## config.mk

```make
export PLATFORM = sky130hd
export DESIGN_NAME = ext_irq_arbiter
export DESIGN_NICKNAME = d
export VERILOG_FILES = /design/src/rtl/ext_irq_arbiter_pkg.sv /design/src/rtl/irq_priority_encoder.sv /design/src/rtl/ext_irq_arbiter.sv
export SDC_FILE = /design/constraint.sdc
export NUM_CORES = 1
export LEC_CHECK = 0
export BUFFER_PORTS_ARGS = -buffer_cell sky130_fd_sc_hd__buf_2
export CORE_MARGIN = 2
export CORE_UTILIZATION = 46
export CTS_BUF_LIST = sky130_fd_sc_hd__clkbuf_8 sky130_fd_sc_hd__clkbuf_16
export CTS_CLUSTER_SIZE = 14
export DETAILED_ROUTE_END_ITERATION = 8
export GPL_ROUTABILITY_DRIVEN = 0
export HOLD_SLACK_MARGIN = 0.02
export PLACE_DENSITY = 0.77
export REMOVE_ABC_BUFFERS = 1
export SYNTH_ARGS = -nofsm -noshare
export SYNTH_HDL_FRONTEND = slang
export SYNTH_SLANG_ARGS = --single-unit
```

## constraint.sdc

```tcl
create_clock -name iCLOCK -period 1.95 [get_ports iCLOCK]
set_clock_uncertainty 0.05 [all_clocks]
set_input_delay 0.39 -clock iCLOCK [delete_from_list [all_inputs] [get_ports iCLOCK]]
set_output_delay 0.39 -clock iCLOCK [all_outputs]
set_load 0.03 [all_outputs]
```

## src/rtl/ext_irq_arbiter_pkg.sv

```systemverilog
// ---------------------------------------------------------------------------
// ext_irq_arbiter_pkg
//   Shared types and constants for the external-interrupt arbiter.
//   - state_e     : arbiter FSM states (IDLE, REQ, HOLD)
//   - IRQ_NUM_MAX : highest legal NUM_IRQ (the controller adds 4 to the
//                   6-bit number, so 60 lines is the ceiling)
//   - CNT_W       : width of the hold-off counter (HOLDOFF_CYCLES <= 15)
//   - NUM_W       : width of the granted line number
// ---------------------------------------------------------------------------
package ext_irq_arbiter_pkg;

  localparam int IRQ_NUM_MAX = 60;
  localparam int CNT_W       = 4;
  localparam int NUM_W       = 6;

  typedef enum logic [1:0] {
    IDLE = 2'd0,
    REQ  = 2'd1,
    HOLD = 2'd2
  } state_e;

endpackage

```

## src/rtl/irq_priority_encoder.sv

```systemverilog
// ---------------------------------------------------------------------------
// irq_priority_encoder
//   Combinational find-first-set; the lowest set index wins.
//   Ports:
//     req_i   [WIDTH-1:0]  request vector
//     num_o   [5:0]        index of the lowest set bit (0 when none)
//     found_o              at least one bit is set
// ---------------------------------------------------------------------------
module irq_priority_encoder
  import ext_irq_arbiter_pkg::*;
#(
  parameter int WIDTH = 32
) (
  input  logic [WIDTH-1:0] req_i,
  output logic [NUM_W-1:0] num_o,
  output logic             found_o
);

  // NOTE: every output of a combinational block gets a default before any
  // conditional assignment, otherwise synthesis infers a latch.
  always_comb begin
    num_o   = '0;
    found_o = 1'b0;
    // Scan from the top down so the last hit written is the lowest index.
    for (int i = WIDTH - 1; i >= 0; i--) begin
      if (i < IRQ_NUM_MAX && req_i[i]) begin
        num_o   = NUM_W'(i);
        found_o = 1'b1;
      end
    end
  end

endmodule

```

## src/rtl/ext_irq_arbiter.sv

```systemverilog
// ---------------------------------------------------------------------------
// ext_irq_arbiter
//   Collects NUM_IRQ device request lines (per-line enable, edge/level mode)
//   into pending bits, grants the lowest pending index to the interrupt
//   controller with a hold-until-ack handshake, and waits HOLDOFF_CYCLES
//   after each ack before the next grant so level sources can be cleared.
//
//   Parameters: NUM_IRQ (1..60), HOLDOFF_CYCLES (1..15)
//   Optional:   `define MIST32_EXT_IRQ_INPUT_SYNC_EN puts a two-flop
//               synchroniser on iIRQ_LINE (+2 cycles line-to-pend latency).
//
//   Ports:
//     iCLOCK          system clock
//     inRESET         asynchronous active-low reset
//     iRESET_SYNC     synchronous reset, same effect as inRESET
//     iIRQ_LINE       device request lines, active high
//     iIRQ_ENABLE     per-line enable
//     iIRQ_EDGE_MODE  per-line mode: 1 = rising edge latched, 0 = level
//     oEXT_ACTIVE     request valid to the interrupt controller
//     oEXT_NUM        index of the granted line (holds last value)
//     iEXT_ACK        single-cycle acknowledge from the controller
//     oPENDING        current pending vector
// ---------------------------------------------------------------------------
module ext_irq_arbiter
  import ext_irq_arbiter_pkg::*;
#(
  parameter int NUM_IRQ        = 32,
  parameter int HOLDOFF_CYCLES = 2
) (
  input  logic               iCLOCK,
  input  logic               inRESET,
  input  logic               iRESET_SYNC,
  input  logic [NUM_IRQ-1:0] iIRQ_LINE,
  input  logic [NUM_IRQ-1:0] iIRQ_ENABLE,
  input  logic [NUM_IRQ-1:0] iIRQ_EDGE_MODE,
  output logic               oEXT_ACTIVE,
  output logic [NUM_W-1:0]   oEXT_NUM,
  input  logic               iEXT_ACK,
  output logic [NUM_IRQ-1:0] oPENDING
);

  logic [NUM_IRQ-1:0] line_v;
  logic [NUM_IRQ-1:0] line_prev_q;
  logic [NUM_IRQ-1:0] edge_pend_q, edge_pend_d;
  logic [NUM_IRQ-1:0] edge_set, ack_clr, level_pend, pend;
  state_e             state_q, state_d;
  logic [NUM_W-1:0]   num_q, num_d;
  logic [CNT_W-1:0]   cnt_q, cnt_d;
  logic [NUM_W-1:0]   enc_num;
  logic               enc_found;
  logic               ack_req;

`ifdef MIST32_EXT_IRQ_INPUT_SYNC_EN
  logic [NUM_IRQ-1:0] sync1_q, sync2_q;

  always_ff @(posedge iCLOCK or negedge inRESET) begin
    if (!inRESET) begin
      sync1_q <= '0;
      sync2_q <= '0;
    end else if (iRESET_SYNC) begin
      sync1_q <= '0;
      sync2_q <= '0;
    end else begin
      sync1_q <= iIRQ_LINE;
      sync2_q <= sync1_q;
    end
  end

  assign line_v = sync2_q;
`else
  assign line_v = iIRQ_LINE;
`endif

  assign ack_req = (state_q == REQ) && iEXT_ACK;

  always_comb begin
    ack_clr = '0;
    for (int i = 0; i < NUM_IRQ; i++) begin
      ack_clr[i] = ack_req && (num_q == NUM_W'(i));
    end
  end

  // A new edge in the ack cycle wins over the clear, so it is not lost.
  // Dropping the enable discards a latched edge.
  assign edge_set    = line_v & ~line_prev_q & iIRQ_ENABLE & iIRQ_EDGE_MODE;
  assign edge_pend_d = edge_set | (edge_pend_q & ~ack_clr & iIRQ_ENABLE);
  assign level_pend  = line_v & iIRQ_ENABLE & ~iIRQ_EDGE_MODE;
  assign pend        = (edge_pend_q & iIRQ_EDGE_MODE) | level_pend;
  assign oPENDING    = pend;
  assign oEXT_NUM    = num_q;

  irq_priority_encoder #(
    .WIDTH (NUM_IRQ)
  ) u_enc (
    .req_i   (pend),
    .num_o   (enc_num),
    .found_o (enc_found)
  );

  always_comb begin
    state_d     = state_q;
    num_d       = num_q;
    cnt_d       = cnt_q;
    oEXT_ACTIVE = 1'b0;
    unique case (state_q)
      IDLE: begin
        if (enc_found) begin
          num_d   = enc_num;
          state_d = REQ;
        end
      end
      REQ: begin
        // Drop in the ack cycle so the controller cannot relatch a duplicate.
        oEXT_ACTIVE = !iEXT_ACK;
        if (iEXT_ACK) begin
          cnt_d   = CNT_W'(HOLDOFF_CYCLES);
          state_d = HOLD;
        end
      end
      HOLD: begin
        cnt_d = cnt_q - CNT_W'(1);
        // The last hold-off cycle doubles as the arbitration cycle, so a
        // still-pending source is re-granted HOLDOFF_CYCLES+1 after the ack.
        if (cnt_q <= CNT_W'(1)) begin
          cnt_d   = '0;
          state_d = IDLE;
          if (enc_found) begin
            num_d   = enc_num;
            state_d = REQ;
          end
        end
      end
      default: state_d = IDLE;
    endcase
  end

  // NOTE: sequential state uses non-blocking assignments so every register
  // samples pre-edge values, independent of statement order.
  always_ff @(posedge iCLOCK or negedge inRESET) begin
    if (!inRESET) begin
      state_q     <= IDLE;
      num_q       <= '0;
      cnt_q       <= '0;
      edge_pend_q <= '0;
      line_prev_q <= '1;
    end else if (iRESET_SYNC) begin
      state_q     <= IDLE;
      num_q       <= '0;
      cnt_q       <= '0;
      edge_pend_q <= '0;
      line_prev_q <= '1;
    end else begin
      state_q     <= state_d;
      num_q       <= num_d;
      cnt_q       <= cnt_d;
      edge_pend_q <= edge_pend_d;
      line_prev_q <= line_v;
    end
  end

endmodule

```

## Yosys cells after proc, flatten, opt, wreduce, memory -nomap -nowiden

Index checks and enable logic that the tools add are counted.

| word-level totals | value |
|---|---|
| flip-flop bits (word level) | 76 |
| input bits | 100 |
| output and inout port bits | 39 |
| logic and storage cells | 178 |

| cells by class | value |
|---|---|
| add/sub/neg operators | 1 |
| order comparisons | 1 |
| eq/ne operators | 36 |
| multiplexer cells | 81 |
| bitwise operators | 13 |
| reductions and logical operators | 41 |

Operators with widths:

| kind | count |
|---|---|
| AND 32 bit | 8 |
| two-way mux 6 bit | 34 |
| == test 6 x 5 -> 1 bit (second input constant) | 16 |
| NOT 32 bit | 3 |
| two-way mux 32 bit | 2 |
| bitwise OR 32 bit | 2 |
| == test 6 x 4 -> 1 bit (second input constant) | 8 |
| two-way mux 1 bit | 34 |
| logical AND 1 bit | 33 |
| == test 6 x 3 -> 1 bit (second input constant) | 4 |
| == test 6 x 2 -> 1 bit (second input constant) | 2 |
| two-way mux 4 bit | 3 |
| one-hot mux 6 bit (2 select lines) | 1 |
| inequality test 3 bit (second input constant) | 3 |
| two-way mux 2 bit | 4 |
| one-hot mux 4 bit (2 select lines) | 1 |
| == test 6 x 1 -> 1 bit (second input constant) | 1 |
| zero test 6 bit | 1 |
| one-hot mux 2 bit (3 select lines) | 1 |
| nonzero test 3 bit | 2 |
| two-way mux 5 bit | 1 |
| <= comparator 4 x 1 -> 1 bit (second input constant) | 1 |
| AND reduction 2 bit | 2 |
| subtractor 4 x 1 -> 4 bit (second input constant) | 1 |
| other kinds (5) | 5 |

## Depth between registers and ports, before layout

Gate-level depths: netlist (run 1).

| depth | value |
|---|---|
| depth after elaboration | 39 |
| depth in mapped cells | 9 |
| depth with buffers taken out | 9 |

## Hierarchy

Synthesis (run 1) repeated with hierarchy kept, for this count alone.

| second synthesis, totals | value |
|---|---|
| cells, all modules | 480 |
| area total of the unflattened synthesis | 4245.3 µm² |

By module, submodules not included:

| module | times used | cells each | area each (µm²) | seq. area each (µm²) |
|---|---|---|---|---|
| ext_irq_arbiter | 1 | 413 | 3863.7 | 1941.9 |
| irq_priority_encoder | 1 | 67 | 381.6 | 0.0 |

## Worst setup path after synthesis (run 1)

No wires, ideal clock.

| timing | value |
|---|---|
| path kind | input-to-reg |
| start point | in iIRQ_ENABLE[26] |
| end point | reg num_q[0], in the netlist oEXT_NUM[0] |
| library setup time | 0.121 ns |
| arrival time | 2.032 ns |
| required time | 1.779 ns |
| setup slack | -0.253 ns |
| stages on the path | 7 |
| path buffers | 0 |
| path through | nand2_1 > o21ai_0 > a31oi_1 > a211o_1 > a211oi_1 > o21ai_0 > a22o_1 |

| between the ends | value |
|---|---|
| longest elaborated chain between the ends | 34 |
| elaborated cells between the ends (all ways) | 61 |
| classes of those cells | mux (58); bitwise (3) |

Ends and longest elaborated chain:

| item | RTL line | source |
|---|---|---|
| from (decl) | ext_irq_arbiter.sv:34 | `input logic [NUM_IRQ-1:0] iIRQ_ENABLE,` |
| AND 32 bit (*) (2 in a row) | ext_irq_arbiter.sv:87 | `assign level_pend = line_v & iIRQ_ENABLE & ~iIRQ_EDGE_MODE;` |
| bitwise OR 32 bit (*) | ext_irq_arbiter.sv:88 | `assign pend = (edge_pend_q & iIRQ_EDGE_MODE) \| level_pend;` |
| named net oPENDING[26] | ext_irq_arbiter.sv:39 | `output logic [NUM_IRQ-1:0] oPENDING` |
| two-way mux 6 bit or two-way mux 1 bit (tied branches) (27 in a row) | irq_priority_encoder.sv:26 | `if (i < IRQ_NUM_MAX && req_i[i]) begin` |
| two-way mux 6 bit (*) | ext_irq_arbiter.sv:107, ext_irq_arbiter.sv:127 |  |
| two-way mux 6 bit | ext_irq_arbiter.sv:124 | `if (cnt_q <= CNT_W'(1)) begin` |
| one-hot mux 6 bit (2 select lines) (*) | ext_irq_arbiter.sv:105 | `unique case (state_q)` |
| two-way mux 6 bit (*) | ext_irq_arbiter.sv:146 | `end else if (iRESET_SYNC) begin` |
| to (signal assigned) | ext_irq_arbiter.sv:154 | `num_q <= num_d;` |
| to (decl) | ext_irq_arbiter.sv:47 | `logic [NUM_W-1:0] num_q, num_d;` |

Mark *: on every way through the listed nets, which the timed path passes. The rest lies on a longest branch. The select of a mux whose other input is x is not followed.
A chain may end at the register's enable or synchronous reset.

## Worst setup path after layout (run 1)

| timing | value |
|---|---|
| start point | reg edge_pend_q[11] |
| end point | reg num_q[0], in the netlist oEXT_NUM[0] |

| between the ends | value |
|---|---|
| longest elaborated chain between the ends | 18 |
| elaborated cells between the ends (all ways) | 30 |
| classes of those cells | mux (28); bitwise (2) |

Ends and longest elaborated chain:

| item | RTL line | source |
|---|---|---|
| from (decl) | ext_irq_arbiter.sv:44 | `logic [NUM_IRQ-1:0] edge_pend_q, edge_pend_d;` |
| from (signal assigned) | ext_irq_arbiter.sv:156 | `edge_pend_q <= edge_pend_d;` |
| AND 32 bit (*) | ext_irq_arbiter.sv:88 |  |
| bitwise OR 32 bit (*) | ext_irq_arbiter.sv:88 |  |
| two-way mux 6 bit or two-way mux 1 bit (tied branches) (12 in a row) | irq_priority_encoder.sv:26 |  |
| two-way mux 6 bit (*) | ext_irq_arbiter.sv:107, ext_irq_arbiter.sv:127 |  |
| two-way mux 6 bit | ext_irq_arbiter.sv:124 |  |
| one-hot mux 6 bit (2 select lines) (*) | ext_irq_arbiter.sv:105 |  |
| two-way mux 6 bit (*) | ext_irq_arbiter.sv:146 |  |

Mark *: on every way between the ends. The rest lies on a longest branch, timed or not. The select of a mux whose other input is x is not followed.

==> qor.yml, run 1 <==
worst_setup_path:
  crit_required_ns: 2.14
  critPathLaunchType: "flop"
  critPathKind: "reg -> reg"
  worstSetupEndpointType: "flop"
  crit_fanout: 2
  arrival_ns: 2.16
  rrSetupSlack_ns: -0.01
timing:
  setup_viol: 1
  fin_crit_sh: 1.01
  period_needed_ns: 1.96
  maxSlewViolCount: 0
  fin_tns_setup_ns: -0.0131
  max_freq_ghz: 0.509
  slew_headroom: 0.629
  grt_setup_unrepaired: "true"
  timing.final.ws_setup_ns: -0.0131
  worst_pin_slew_ns: 0.551
  hold_violations: 0
clock_tree:
  cts_tree: "done"
  clock_sinks: 75
  root_buffer: "clkbuf_8"
  clk_latency_ns: 0.36
  clk_pin_slew_worst_paths_ns: 0.09
  htreeDepth: 3
  numCtsBuffers: 9
  clock_path_buffers: 2
route:
  wl_met2_um: 6640
  ant_nets: 0
  met1_length_um: 5700
  vias: 4613
  top_layer: "met4"
  vias_per_cell: 5.73
  first_iter_violations: 416
  remaining_drc_errors: 0
  wl_met3_um: 1100
  drt_pass1_iterations: 5
  wl_um: 13900
  avgRoutedWirePerCell_um: 17.3
floorplan:
  die_area_sq_mm: 0.00997
  fp.coreArea_sq_mm: 0.00881
  fp.dieH_um: 99.8
  die_x_um: 99.8
  io_pins: 139
  rows: 34
  start_util: 0.480
logic_synthesis:
  netlist_area_sq_mm: 0.00423
  syn_inst: 445
  ys_ff_latch: 75
  synth.avg_cell_area_sq_um: 9.50
  seq_area_frac_synth: 0.454
  ys.flop_type: "dfrtp_1"
  synthArstFlopShare: 1.00
  ys_types: 61
  yosysWarnings: 0
  synth_edf_count: 0
final_layout:
  multiInputGateArea_sq_mm: 0.00230
  seqCellArea_sq_mm: 0.00192
  fillers: 676
  num-nets-final: 794
  finalNonFillerCells: 805
  area.growth.synth_to_final_pct: 45.7
  drive_gt1_frac: 0.538
  diodes: 0
outcome:
  violations: "negative setup slack"
  status: "finished, violations left"
placement:
  dp_hpwl_um: 10500
  portBuffers: 137
  dp.cells: 785
global_routing:
  grt_overflow: 0
  grt_pass1_wl_um: 22200
  grt_use_total: 0.279
  first_global_vias: 4622
  grt_max_degree: 76
  antenna_found_initial: 0
power_and_ir_drop:
  clkPwrFrac: 0.330
  p_sw_mw: 1.23
  p_int_mw: 2.82
  combPwrFrac: 0.252
  power.share.sequential: 0.418
  ir_drop_mv: 0.387
  power_density_mw_per_mm2: 657
  switching_share: 0.303
  p_total_mw: 4.04
  p_leak_nw: 2.90
flow_run:
  max_cap_viol_count: 0
hold_path:
  worstHoldPathType: "in -> reg"
area by class of cell:
cell class                      instances  area share
Clock buffer                            9      0.0201
Inverter                               10     0.00610
Sequential cell                        75       0.311
Multi-Input combinational cell        347       0.374
Clock inverter                          7      0.0152
Timing Repair Buffer                  249       0.251
Tap cell                              108      0.0219
power by group through the flow:
| stage | Combinational (mW) | Sequential [mW] | Clock (mW) |
|---|---|---|---|
| final | 1.02 | 1.69 | 1.34 |
| after global routing | 1.10 | 1.69 | 1.40 |
| after CTS | 0.974 | 1.68 | 1.35 |
| after detailed placement | 0.951 | 1.71 | 0 |
| after global placement | 0.926 | 1.71 | 0 |
| after floorplan | 0.374 | 1.73 | 0 |
path summary, 6_finish.rpt:
kind / cells past startpoint / startpoint / to
hold reg to reg: 1 / cnt_q[2]$_DFFE_PN0P_ / cnt_q[2]$_DFFE_PN0P_
setup / recovery: 7 / edge_pend_q[11]$_DFF_PN0_ / oEXT_NUM[0]$_DFFE_PN0P_
hold / removal: 2 / iIRQ_LINE[25] / line_prev_q[25]$_DFF_PN1_
max in group asynchronous: 3 / inRESET / line_prev_q[15]$_DFF_PN1_
min in group asynchronous: 3 / inRESET / edge_pend_q[18]$_DFF_PN0_
setup reg to reg: 7 / edge_pend_q[11]$_DFF_PN0_ / oEXT_NUM[0]$_DFFE_PN0P_
sequential cells by signal, indices dropped and copies added, names as in the netlist:
signal	cells
cnt_q	4
edge_pend_q	32
line_prev_q	32
oEXT_NUM	5
state_q	2
repair_timing:
| action | CTS | global route |
|---|---|---|
| hold buffers | 1 | 0 |
| resized for setup | 5 | 20 |
| endpoints found under the hold margin | 32 | 0 |
| pin swaps | 2 | 15 |
| endpoints found under the setup margin | 4 | 6 |
| buffers inserted | 2 | 1 |
logic make-up (layout without fill, tap and decap cells):
group,Yosys count,count (layout),synth area share
DFF,75,75,0.454
AOI/OAI and AO/OA,133,133,0.223
adders and majority gates,2,2,0.00592
and+or+nand+nor,211,211,0.291
other,1,1,0.000888
buffers and inverters,23,275,0.0255
critical path, cell delays in order, from the launching register on:
cell and delay (ns):
dfrtp_1 0.39, nand2_1 0.10, o21ai_0 0.22, nor3_1 0.32, o21ai_0 0.21, o221ai_1 0.25
o21ai_1 0.10, a22o_1 0.22
through the flow:
step / cell area (sq um) / hold WS [ns] / setup slack [ns] / utilization
after floorplan: 4160 / 0.0444 / -0.253 / -
after global placement: 5800 / 0.388 / -0.120 / 0.659
after detailed placement: 5800 / 0.390 / -0.152 / 0.659
after CTS: 6080 / 0.193 / 0.00170 / 0.690
after global routing: 6160 / 0.207 / -0.108 / 0.699
final: 6160 / 0.203 / -0.0131 / 0.699
synth_stat cells, types with 3 or more instances:
cell | number | area (sq um)
nand2_1 | 77 | 289
o311ai_0 | 4 | 35.0
nor3_1 | 5 | 25.0
a21oi_1 | 38 | 190
o311ai_1 | 4 | 35.0
o21ai_2 | 4 | 35.0
o21ai_0 | 20 | 100
clkbuf_1 | 9 | 33.8
or3_1 | 5 | 31.3
o31ai_1 | 3 | 22.5
nand3b_2 | 4 | 45.0
dfstp_2 | 32 | 841
nand3b_1 | 8 | 60.1
dfrtp_1 | 43 | 1080
inv_1 | 8 | 30.0
or2_2 | 33 | 206
buf_4 | 3 | 22.5
nand4b_1 | 31 | 272
nor2b_1 | 4 | 25.0
o21ai_1 | 7 | 35.0
o2111ai_2 | 4 | 60.1
nand2b_1 | 5 | 31.3
nand3_1 | 4 | 20.0
nor2_1 | 20 | 75.1
o211ai_1 | 23 | 173
metal layers:
layer / track usage / vias to the layer above
li1: - / 2145
met1: 0.365 / 2205
met2: 0.449 / 228
met3: 0.0543 / 35
met4: 0.134 / 0
met5: 0 / -
placed cells by master (no fill, tap or decap), drive strengths merged, types with 3 or more instances in the layout:
cell / count
inv: 11
clkbuf: 9
or3: 5
o2111ai: 7
nor3: 6
o21a: 4
nand2b: 5
nand4b: 31
nor4: 5
a21oi: 38
or2: 33
clkinv: 3
o311ai: 8
nor2b: 4
buf: 248
o31ai: 4
nand3b: 12
dfstp: 32
o21ai: 31
o211ai: 23
nand2: 78
dfrtp: 43
nand3: 4
nor2: 20
Note: power is estimated with default switching activity, not from simulation.
==> run 2, diff against run 1 <==
ABC_AREA = 1   (was unset)
GPL_TIMING_DRIVEN = 0   (was unset)
PLACE_DENSITY = 0.76   (was 0.77)
SKIP_CTS_REPAIR_TIMING = 1   (was unset)
==> run 2 against run 1 <==
- the run still ends with negative setup slack left
- critical path type unchanged
- area after synthesis is 1.1% higher
- synthesized cell count is 30% higher
- via count is 8.2% lower
==> qor.yml, run 2 <==
floorplan:
  fp.dieH_um: 100
  start_util: 0.469
  io_pins: 139
  die_x_um: 100
  fp.coreArea_sq_mm: 0.00911
  die_area_sq_mm: 0.0101
  rows: 35
global_routing:
  grt_pass1_wl_um: 18800
  antenna_found_initial: 0
  first_global_vias: 4091
  grt_overflow: 0
  grt_max_degree: 72
  grt_use_total: 0.238
final_layout:
  finish.utilization: 0.611
  num-nets-final: 829
  diodes: 0
  most-common-layout-cells: "nand2_1 (138), buf_2 (135), inv_1 (59)"
  finalNonFillerCells: 842
  drive_gt1_frac: 0.449
  layout_commonest_cell: "nand2_1"
  area.growth.synth_to_final_pct: 30.4
placement:
  preCtsSetupSlack_ns: -0.845
  dp.cells: 817
  dp_hpwl_um: 8700
  portBuffers: 137
logic_synthesis:
  synth.most_common_cell: "nand2_1"
  yosysTopAreaCell: "dfrtp_1"
  synthArstFlopShare: 1.00
  synth.top_cell.area_share: 0.252
  ys_types: 27
  seq_area_frac_synth: 0.449
  netlist_area_sq_mm: 0.00427
  synth.avg_cell_area_sq_um: 7.38
  synth_edf_count: 0
  yosysWarnings: 0
  synth_commonest_cells: "nand2_1 (154), inv_1 (62), nor2_1 (54)"
  netlist_top_cells_area: "dfrtp_1 (25%), dfstp_2 (20%), nand2_1 (14%)"
  syn_inst: 579
  ys_ff_latch: 75
  ys.flop_type: "dfrtp_1"
hold_path:
  worstHoldPathType: "in -> reg"
power_and_ir_drop:
  clkPwrFrac: 0.302
  p_total_mw: 4.04
  p_int_mw: 2.69
  power_density_mw_per_mm2: 725
  p_leak_nw: 2.85
  p_sw_mw: 1.35
  switching_share: 0.335
  combPwrFrac: 0.269
  ir_drop_mv: 0.466
  power.share.sequential: 0.429
clock_tree:
  clock_path_buffers: 2
  clock_sinks: 75
  htreeDepth: 3
  numCtsBuffers: 9
  clk_pin_slew_worst_paths_ns: 0.08
  root_buffer: "clkbuf_8"
  cts_tree: "done"
  clk_latency_ns: 0.35
timing:
  setup_viol: 5
  hold_ws_ns: 0.189
  slew_headroom: 0.473
  worst_pin_slew_ns: 0.790
  period_needed_ns: 2.54
  timing.final.ws_setup_ns: -0.594
  max_freq_ghz: 0.393
  grt_setup_unrepaired: "true"
  fin_crit_sh: 1.30
  hold_violations: 0
  maxSlewViolCount: 0
route:
  avgRoutedWirePerCell_um: 13.8
  drt_pass1_iterations: 4
  first_iter_violations: 192
  vias: 4235
  ant_nets: 0
  remaining_drc_errors: 0
  vias_per_cell: 5.03
  wl_um: 11600
worst_setup_path:
  critPathLaunchType: "flop"
  crit_required_ns: 2.14
  crit_path_frequent_cell: "nand2_1"
  worstSetupEndpointType: "flop"
  crit_path_max_incr_delay_ns: 0.40
  crit_slowest_cell: "dfrtp_1"
  arrival_ns: 2.73
  critPathKind: "reg -> reg"
  path_delay_family: "simple AND/OR/NAND/NOR gates"
  crit_fanout: 3
  path_buf_inv: 0
outcome:
  violations: "negative setup slack"
  status: "finished, violations left"
flow_run:
  max_cap_viol_count: 0
## run 2: kinds of logic after synthesis
| logic type | count (synthesis) | synth area share |
|---|---|---|
| other | 1 | 0.000878 |
| AND/OR/NAND/NOR | 311 | 0.324 |
| flip-flops | 75 | 0.449 |
| adder cells (fa/ha/maj) | 2 | 0.00586 |
| AO/OA/AOI/OAI | 87 | 0.127 |
| buffers and inverters | 103 | 0.0932 |
## run 2: layout make-up
class	instances	area, sq um
Fill cell	858	3540
Clock inverter	4	42.5
Sequential cell	75	1920
Tap cell	111	139
Inverter	92	345
Timing Repair Buffer	148	796
Clock buffer	11	151
Multi-Input combinational cell	401	2180
## run 2: metal layers
| layer | up-vias | wire [um] | GRT usage |
|---|---|---|---|
| met2 | 120 | 5550 | 0.386 |
| li1 | 2127 | - | - |
| met3 | 12 | 735 | 0.0501 |
| met1 | 1976 | 5150 | 0.322 |
| met5 | - | 0 | 0 |
| met4 | 0 | 167 | 0.0717 |
## run 2: stage by stage
stage / instance area [sq um] / TNS [ns]
floorplan: 4220 / -0.662
finish: 5570 / -0.864
global placement: 5040 / -13.06
CTS: 5270 / -11.57
detailed placement: 5070 / -13.93
global route: 5570 / -2.10
## run 2: power groups by stage
stage | clock network [mW] | logic (mW) | registers [mW]
finish | 1.22 | 1.09 | 1.73
global route | 1.31 | 1.21 | 1.75
CTS | 1.23 | 0.984 | 1.72
detailed placement | 0 | 0.980 | 1.75
global placement | 0 | 0.953 | 1.74
floorplan | 0 | 0.575 | 1.76
## run 2: worst paths after layout
path | start | end | slack (ns) | depth (start not counted)
setup / recovery | edge_pend_q[29]$_DFF_PN0_ | oEXT_NUM[0]$_DFFE_PN0P_ | -0.59 | 32
hold / removal | iIRQ_LINE[30] | line_prev_q[30]$_DFF_PN1_ | 0.19 | 2
setup reg to reg | edge_pend_q[29]$_DFF_PN0_ | oEXT_NUM[0]$_DFFE_PN0P_ | -0.59 | 32
hold reg to reg | cnt_q[0]$_DFFE_PN0P_ | cnt_q[0]$_DFFE_PN0P_ | 0.49 | 1
max in group asynchronous | inRESET | line_prev_q[20]$_DFF_PN1_ | 0.80 | 3
min in group asynchronous | inRESET | edge_pend_q[27]$_DFF_PN0_ | 0.43 | 2
==> run 3, diff against run 2 <==
CELL_PAD_IN_SITES_DETAIL_PLACEMENT = 1   (was unset)
CELL_PAD_IN_SITES_GLOBAL_PLACEMENT = 1   (was unset)
CORE_UTILIZATION = 32   (was 46)
PLACE_DENSITY = unset   (was 0.76)
PLACE_DENSITY_LB_ADDON = 0.1   (was unset)
==> run 3 against run 2 <==
- the flow still finishes with violations (negative setup slack)
- design area grew 1.7%
- count of clock-buffer cells in the layout is 2 lower
- first-iteration DRC count down 36%
- via count rose by 1.4%
- non-clock buffer count shrank 1
- die area is 42% higher
- clock power grew 20%
- sequential share of layout area fell by 0.57 points
- critical endpoint unchanged
==> qor.yml, run 3 (same netlist as run 2, synthesis figures left out) <==
timing:
  period_needed_ns: 2.57
  timing.final.ws_setup_ns: -0.620
  setup_viol: 4
  slew_headroom: 0.492
  worst_pin_slew_ns: 0.762
  hold_ws_ns: 0.205
  max_freq_ghz: 0.389
  maxSlewViolCount: 0
  hold_violations: 0
  fin_tns_setup_ns: -0.751
  fin_crit_sh: 1.32
  grt_setup_unrepaired: "true"
global_routing:
  grt_overflow: 0
  first_global_vias: 4662
  grt_use_total: 0.199
  grt_pass1_wl_um: 22200
  grt_max_degree: 72
  antenna_found_initial: 0
route:
  remaining_drc_errors: 0
  vias_per_cell: 4.73
  first_iter_violations: 123
  drt_pass1_iterations: 4
  avgRoutedWirePerCell_um: 14.9
  vias: 4294
  ant_nets: 0
  wl_um: 13500
worst_setup_path:
  critPathKind: "reg -> reg"
  critPathLaunchType: "flop"
  crit_path_frequent_cell: "nand2_1"
  arrival_ns: 2.75
  crit_path_max_incr_delay_ns: 0.38
  crit_slowest_cell: "dfrtp_1"
  crit_fanout: 3
  worstSetupEndpointType: "flop"
  crit_required_ns: 2.13
final_layout:
  finalNonFillerCells: 907
  multiInputGateArea_sq_mm: 0.00212
  fillers: 1673
  area.growth.synth_to_final_pct: 32.6
  diodes: 0
  num-nets-final: 828
  finish.utilization: 0.431
  layout_commonest_cell: "nand2_1"
  drive_gt1_frac: 0.419
  seqCellArea_sq_mm: 0.00192
  most-common-layout-cells: "nand2_1 (148), buf_2 (135), inv_1 (65)"
clock_tree:
  cts_tree: "done"
  clock_sinks: 75
  root_buffer: "clkbuf_16"
  htreeDepth: 3
  numCtsBuffers: 9
  clk_pin_slew_worst_paths_ns: 0.06
  clock_path_buffers: 2
  clk_latency_ns: 0.34
placement:
  portBuffers: 137
  dp.cells: 882
  dp_hpwl_um: 10500
power_and_ir_drop:
  clkPwrFrac: 0.340
  combPwrFrac: 0.257
  power_density_mw_per_mm2: 759
  switching_share: 0.329
  ir_drop_mv: 0.436
  p_sw_mw: 1.42
  power.share.sequential: 0.403
  p_leak_nw: 2.89
  p_int_mw: 2.88
floorplan:
  die_area_sq_mm: 0.0143
  die_x_um: 120
  fp.dieH_um: 120
  rows: 42
  fp.coreArea_sq_mm: 0.0131
  io_pins: 139
  start_util: 0.325
hold_path:
  worstHoldPathType: "in -> reg"
flow_run:
  max_cap_viol_count: 0
outcome:
  status: "finished, violations left"
  violations: "negative setup slack"
run 3: changes by cell type in the layout (fill, tap and decap cells not counted), sizes merged:
cell,change
bufinv,-1
clkbuf,-3
clkinv,-1
inv,+5
run 3: final cells by class:
cell class / count / share of cell area
multi-input cells: 401 / 0.375
flip-flops and latches: 75 / 0.339
clock inverters: 7 / 0.00464
well taps: 176 / 0.0389
clock buffers: 9 / 0.0398
repair buffers: 147 / 0.141
inverters: 92 / 0.0615
run 3: stage by stage:
stage                     cell area, sq um  setup slack (ns)  total power [mW]
final                                 5660            -0.620              4.30
after global routing                  5660            -0.987              4.56
after CTS                             5410            -0.714              4.25
after detailed placement              5150             -1.07              2.76
after global placement                5120            -0.996              2.72
after floorplan                       4220            -0.275              2.34
run 3: worst max-delay path, delay by kind of cell (launching register included):
family           cells  cell delay [ns]
DFF                  1             0.38
and+or+nand+nor     34             2.01
run 3: power groups by stage:
stage,Combinational (mW),Clock [mW],Sequential (mW)
6_report,1.10,1.46,1.73
5_1_grt,1.23,1.59,1.74
4_1_cts,1.02,1.51,1.73
3_5_place_dp,1.01,0,1.75
3_3_place_gp,0.975,0,1.74
2_1_floorplan,0.575,0,1.76
run 3: routing by layer:
layer  track usage  wire, um  up-vias
met5             0         0        -
met4        0.0787       252        0
met3        0.0352       564       13
met2         0.352      6850       95
met1         0.240      5830     2061
li1              -         -     2125
run 3: worst paths after layout:
| path | start | slack [ns] | cells past startpoint | to |
|---|---|---|---|---|
| worst min-delay path | iIRQ_LINE[10] | 0.20 | 2 | line_prev_q[10]$_DFF_PN1_ |
| worst min register to register | cnt_q[3]$_DFFE_PN0P_ | 0.47 | 2 | cnt_q[3]$_DFFE_PN0P_ |
| min in group asynchronous | inRESET | 0.52 | 2 | edge_pend_q[6]$_DFF_PN0_ |
| worst max-delay path | edge_pend_q[31]$_DFF_PN0_ | -0.62 | 34 | oEXT_NUM[0]$_DFFE_PN0P_ |
| worst max register to register | edge_pend_q[31]$_DFF_PN0_ | -0.62 | 34 | oEXT_NUM[0]$_DFFE_PN0P_ |
| max in group asynchronous | inRESET | 0.69 | 3 | line_prev_q[31]$_DFF_PN1_ |
